**src/rtl/control_sequencer.sv**
```systemverilog
// Six-T-state control sequencer for a small accumulator machine.
// Fetch in T1-T3, opcode-specific execute in T4-T6, with run/freeze and halt handling.
module control_sequencer #(
  parameter logic [3:0] OP_LDA = 4'h0,
  parameter logic [3:0] OP_ADD = 4'h1,
  parameter logic [3:0] OP_SUB = 4'h2,
  parameter logic [3:0] OP_STA = 4'h4,
  parameter logic [3:0] OP_OUT = 4'hE,
  parameter logic [3:0] OP_HLT = 4'hF
) (
  input  logic       clk,
  input  logic       reset,
  input  logic       run,
  input  logic [7:0] bus_in,
  output logic       pc_out,
  output logic       pc_inc,
  output logic       mar_load,
  output logic       ram_output_enable,
  output logic       ram_write_enable,
  output logic       ir_load,
  output logic       ir_out,
  output logic       reg_a_load,
  output logic       reg_a_enable,
  output logic       reg_b_load,
  output logic       alu_enable,
  output logic       alu_subtract,
  output logic       out_load,
  output logic [3:0] ir_addr,
  output logic [3:0] opcode,
  output logic [2:0] tstate,
  output logic       halted
);

  typedef enum logic [2:0] {
    T1 = 3'd1,
    T2 = 3'd2,
    T3 = 3'd3,
    T4 = 3'd4,
    T5 = 3'd5,
    T6 = 3'd6
  } tstate_e;

  tstate_e    r_tstate;
  tstate_e    w_tstate_next;
  logic [7:0] r_ir;
  logic [7:0] w_ir_next;
  logic       r_halted;
  logic       w_halted_next;
  logic [3:0] w_op;
  logic       w_active;
  logic       w_mem_op;

  assign w_op     = r_ir[7:4];
  assign w_active = run && !r_halted && !reset;
  assign w_mem_op = (w_op == OP_LDA) || (w_op == OP_ADD) ||
                    (w_op == OP_SUB) || (w_op == OP_STA);

  assign ir_addr = r_ir[3:0];
  assign opcode  = w_op;
  assign tstate  = r_tstate;
  assign halted  = r_halted;

  always_ff @(posedge clk) begin
    if (reset) begin
      r_tstate <= T1;
      r_ir     <= 8'h00;
      r_halted <= 1'b0;
    end else begin
      r_tstate <= w_tstate_next;
      r_ir     <= w_ir_next;
      r_halted <= w_halted_next;
    end
  end

  // HLT parks the counter at T4; only reset can leave that state.
  always_comb begin
    w_tstate_next = r_tstate;
    w_ir_next     = r_ir;
    w_halted_next = r_halted;
    if (run && !r_halted) begin
      case (r_tstate)
        T1: w_tstate_next = T2;
        T2: w_tstate_next = T3;
        T3: begin
          w_tstate_next = T4;
          w_ir_next     = bus_in;
        end
        T4: begin
          if (w_op == OP_HLT) begin
            w_halted_next = 1'b1;
          end else begin
            w_tstate_next = T5;
          end
        end
        T5: w_tstate_next = T6;
        T6: w_tstate_next = T1;
        default: w_tstate_next = T1;
      endcase
    end
  end

  always_comb begin
    pc_out            = 1'b0;
    pc_inc            = 1'b0;
    mar_load          = 1'b0;
    ram_output_enable = 1'b0;
    ram_write_enable  = 1'b0;
    ir_load           = 1'b0;
    ir_out            = 1'b0;
    reg_a_load        = 1'b0;
    reg_a_enable      = 1'b0;
    reg_b_load        = 1'b0;
    alu_enable        = 1'b0;
    alu_subtract      = 1'b0;
    out_load          = 1'b0;
    if (w_active) begin
      case (r_tstate)
        T1: begin
          pc_out   = 1'b1;
          mar_load = 1'b1;
        end
        T2: pc_inc = 1'b1;
        T3: begin
          ram_output_enable = 1'b1;
          ir_load           = 1'b1;
        end
        T4: begin
          if (w_mem_op) begin
            ir_out   = 1'b1;
            mar_load = 1'b1;
          end else if (w_op == OP_OUT) begin
            reg_a_enable = 1'b1;
            out_load     = 1'b1;
          end
        end
        T5: begin
          if (w_op == OP_LDA) begin
            ram_output_enable = 1'b1;
            reg_a_load        = 1'b1;
          end else if (w_op == OP_ADD) begin
            ram_output_enable = 1'b1;
            reg_b_load        = 1'b1;
          end else if (w_op == OP_SUB) begin
            ram_output_enable = 1'b1;
            reg_b_load        = 1'b1;
            alu_subtract      = 1'b1;
          end else if (w_op == OP_STA) begin
            reg_a_enable     = 1'b1;
            ram_write_enable = 1'b1;
          end
        end
        T6: begin
          if (w_op == OP_ADD) begin
            alu_enable = 1'b1;
            reg_a_load = 1'b1;
          end else if (w_op == OP_SUB) begin
            alu_enable   = 1'b1;
            reg_a_load   = 1'b1;
            alu_subtract = 1'b1;
          end
        end
        default: ;
      endcase
    end
  end

endmodule
```
**config.mk**
```make
export PLATFORM = sky130hd
export DESIGN_NAME = control_sequencer
export DESIGN_NICKNAME = d
export VERILOG_FILES = /design/src/rtl/control_sequencer.sv
export SDC_FILE = /design/constraint.sdc
export NUM_CORES = 1
export LEC_CHECK = 0
export ABC_AREA = 1
export ABC_CLOCK_PERIOD_IN_PS = 1700
export BUFFER_PORTS_ARGS = -buffer_cell sky130_fd_sc_hd__buf_2
export CAP_MARGIN = 20
export CORE_MARGIN = 2
export CORE_UTILIZATION = 46
export CTS_CLUSTER_DIAMETER = 100
export CTS_CLUSTER_SIZE = 24
export DETAILED_ROUTE_END_ITERATION = 16
export GPL_TIMING_DRIVEN = 1
export PLACE_DENSITY = 0.78
export SLEW_MARGIN = 20
export SYNTH_ARGS = -nofsm -noshare
export SYNTH_HDL_FRONTEND = slang
export SYNTH_SLANG_ARGS = --single-unit
```
**constraint.sdc**
```tcl
create_clock -name clk -period 1.7 [get_ports clk]
set_input_delay 0.17 -clock clk [delete_from_list [all_inputs] [get_ports clk]]
set_output_delay 0.17 -clock clk [all_outputs]
set_load 0.05 [all_outputs]
```
; After elaboration in Yosys (flattened, before gate mapping)
; Index checks and enable logic that the tools add are counted.
[op_classes]
n_eq_ne = 12
muxes = 42
reduce_logical = 11
[op_table]
columns = op, count
row1 = $mux W1, 35
row2 = $pmux W3 S5, 1
row3 = $pmux W1 S2, 5
row4 = $eq A3 B3 Y1 const B, 3
row5 = $eq A4 B4 Y1 const B, 2
row6 = $eq A3 B2 Y1 const B, 2
row7 = $eq A4 B1 Y1 const B, 1
row8 = $eq A4 B2 Y1 const B, 1
row9 = $eq A4 B3 Y1 const B, 1
row10 = $logic_not A4 Y1, 1
row11 = $reduce_and A2 Y1, 2
row12 = $eq A3 B1 Y1 const B, 1
row13 = $logic_or A1 B1 Y1, 3
row14 = $mux W3, 1
row15 = $reduce_and A3 Y1, 1
row16 = $logic_and A1 B1 Y1, 2
row17 = $logic_not A1 Y1, 2
row18 = $ne A2 B2 Y1 const B, 1
[word_totals]
ff_bits = 12
input_bits = 11
output_inout_bits = 25
wordCells = 68

; Logic depth before layout (Yosys ltp)
[logic_depth]
ltp_word = 7
depth_mapped = 8
mapped_depth_nobuf = 8

; Least setup slack after synthesis
; OpenSTA, ideal clock, no wires.
[synth_timing]
kind = register to output
startpoint = register r_tstate[0] (netlist: tstate[0])
endpoint = output port ram_write_enable
t_arrival_ps = 1992
t_required_ps = 1530
path_slack_ps = -462
path_stages_with_launch = 6
path_buffers = 1
path_cell_list = dfxtp_1 buf_12 nand3_1 inv_2 nand2_2 nor4_2
[synth_between]
elab_chain_cells = 3
[synth_lines]
columns = item, line_no
row1 = from (decl), 43  ; tstate_e r_tstate;
row2 = from (signal assigned), 69  ; r_tstate <= w_tstate_next;
row3 = $eq A3 B3 Y1, 117  ; case (r_tstate)
row4 = $mux W1, 117
row5 = $mux W1, 116  ; if (w_active) begin
row6 = to (decl), 19  ; output logic ram_write_enable,
; No other way between the ends.

; Final worst setup path
[layout_timing]
startpoint = register r_tstate[1] (netlist: tstate[1])
endpoint = output port reg_a_enable
[layout_between]
elab_chain_cells = 3
elab_cells_between_ends = 4
classes_between = eq/ne: 2 / mux: 2
[layout_lines]
columns = item, line_no
row1 = $eq A3 B3 Y1, 117
row2 = $pmux W1 S2 *, 117
row3 = $mux W1 *, 116
row4 = to (decl), 23  ; output logic reg_a_enable,
; Mark *: on every way between the ends. The rest lies on a longest branch, timed or not.

==> metrics.yaml <==
status:
  status: "finished clean"
route:
  ant_nets: 0
  vias_per_cell: 4.94
  wl_per_cell_um: 10.9
  firstDrtPassIters: 4
  num_vias: 854
  routed_wl_um: 1890
  drcViolationCount: 0
  drt-initial-drc-count: 8
timing:
  grt_setup_unrepaired: "false"
  max_freq_ghz: 0.620
  layout_setup_ws_ps: 88.3
  setup_viol: 0
  worst_clock_skew_ps: 2.96
  worst_pin_slew_ps: 262
  finalMaxSlewViolations: 0
  finalHoldViolCount: 0
  fin_setup_tns_ps: 0
  max-slew-margin-rel_pct: 82.5
  min_period_ps: 1610
  post-route-period-util_pct: 94.8
layout:
  diodes: 0
  mostFrequentLayoutCell: "buf_2"
  final_cell_mix: "28 x buf_2, 19 x nand2_1, 17 x nor2_2"
  finalInstanceArea_um2: 1120
  final_nets: 170
  drive_above_1_share_pct: 58.3
  area_delta_synth_final_pct: 37.9
floorplan:
  ios: 36
  core_um2: 1690
  chipWidth_um: 46.1
  dieArea_um2: 2120
  die_y_um: 46.1
  rows: 15
  start_util_pct: 48.2
synthesis:
  synth_top_area_share_pct: 29.5
  ys_types: 24
  netlist_instances: 118
  ys_top_cells_by_area: "dfxtp_1 29%, nor2_1 9.7%, nand2_1 8.8%"
  synth_area_per_cell_um2: 6.90
  synth_top_area_cell: "dfxtp_1"
  synth_warnings: 0
  ys_seq_area_share_pct: 29.5
  syn-num-nets: 130
  syn_area_um2: 815
  ys_ff_latch: 12
clock_tree:
  cts-root-buf: "clkbuf_4"
  cts_tree: "built"
  worstSkewPairLatency_ps: 270
  path_clk_slew_ps: 70
  clk_path_buf_depth: 2
  clock_sinks: 12
  cts_buffers: 3
  h-tree-depth: 1
worst_setup_path:
  r2r_end: "tstate[1]"
  r2r_start: "tstate[1]"
  cpMaxStageDelayCell: "dfxtp_2"
  r2r_cells: 7
  critPathRequiredTime_ps: 1530
  arrival_ps: 1440
  crit_type: "reg -> out"
  end_kind: "primary output"
  path_cells: "inv_4 > nand2_2 > nor2_4 > nand2_2 > o21ai_2 > nand2_1 > nor2_2 > clkbuf_4"
  cp-start-kind: "flop"
  critPathMostFrequentCell: "nand2_2"
  reg2reg_slack_ps: 530
  slowest_delay_ps: 360
  crit_fanout: 7
grt:
  met2_usage_pct: 30.8
  grt.total_usage_pct: 19.4
  grt_pass1_wl_um: 2950
  antenna_found_initial: 0
  grt_util_met3_pct: 3.92
  grt_max_degree: 11
  grt_pass1_vias: 722
  use_met1_pct: 24.5
  busiest_layer: "met2"
  overflow: 0
hold_path:
  min-delay-start: "bus_in[7]"
  min_path_type: "in -> reg"
  hold_depth: 3
  min_to: "r_ir[7]"
placed_design:
  preCtsSetupSlack_ps: 226
  placed_area_um2: 1050
  io_buffers: 35
  globalplace.congestion: 0.775
  dp_hpwl_um: 1500
flow_run:
  cap_violations: 0
power:
  power.density_nw_per_um2: 705
  vdd_ir_drop_max_mv: 0.547
  leakagePower_nw: 0.568
-- through the flow --
stage	hold WS (ps)	std cells	total power, mW	util (%)
after floorplan	239	118	0.567	-
final	127	173	0.792	66.5
after global placement	398	169	0.614	62.1
after global routing	124	173	0.835	66.5
after CTS	125	172	0.790	64.9
after detailed placement	409	169	0.618	62.1
-- flip-flops by register name, summed over array words and instances (netlist names) --
name and flops:
halted 1, r_ir 8, tstate 3
-- cell families (layout without fill, tap and decap cells) --
family | Yosys count | count (layout) | synth area share [%]
fa+ha+maj | 1 | 1 | 1.54
buf+inv | 18 | 56 | 11.2
flops | 12 | 12 | 29.5
simple gates | 70 | 70 | 46.1
compound gates | 17 | 17 | 11.7
-- how the worst max path moves through the flow --
stage	start	end	slack (ps)
2_1_floorplan	halted	ram_write_enable	-90
3_3_place_gp	tstate[0]	ram_write_enable	260
3_5_place_dp	tstate[0]	ram_write_enable	230
4_1_cts	r_ir[4]	mar_load	30
5_1_grt	halted	ram_write_enable	7
6_report	tstate[1]	reg_a_enable	90
-- critical path, delay by kind of cell (launching register included) --
family                 cells  cell delay, ps
AO/OA/AOI/OAI              1              60
AND/OR/NAND/NOR            5             430
buffers and inverters      2             310
flip-flops                 1             360
-- final cells by class --
type | instances | area, um2
Fill cell | 153 | 566
Multi-Input combinational cell | 88 | 552
Sequential cell | 12 | 253
Timing Repair Buffer | 36 | 204
Inverter | 17 | 71.3
Clock buffer | 3 | 22.5
Tap cell | 17 | 21.3
-- where the power goes --
part           total, mW  internal [mW]  switching, mW
registers          0.333          0.303         0.0308
logic              0.287         0.0799          0.207
clock network      0.172         0.0819         0.0897
-- routing by layer --
| layer | share of wire, % | wire (um) |
|---|---|---|
| met5 | 0 | 0 |
| met4 | 1.2 | 23 |
| met3 | 5.9 | 112 |
| met2 | 48 | 910 |
| met1 | 45 | 844 |
-- synth_stat cells, drive strengths merged --
cell type  count
a21oi          4
nand3          9
nor4           1
inv           17
nor2          34
o22ai          2
o21ai         11
nand3b         1
nand2         25
dfxtp         12
buf            1
ha             1
-- repair_timing --
action                     in CTS  in global routing
hold endpoints to repair        0                  0
setup endpoints to repair       4                  9
hold buffers                    0                  0
pin swaps                       0                  2
resized for setup               7                  8
buffers inserted                0                  1
No activity file was read; power rests on OpenSTA's default activity.
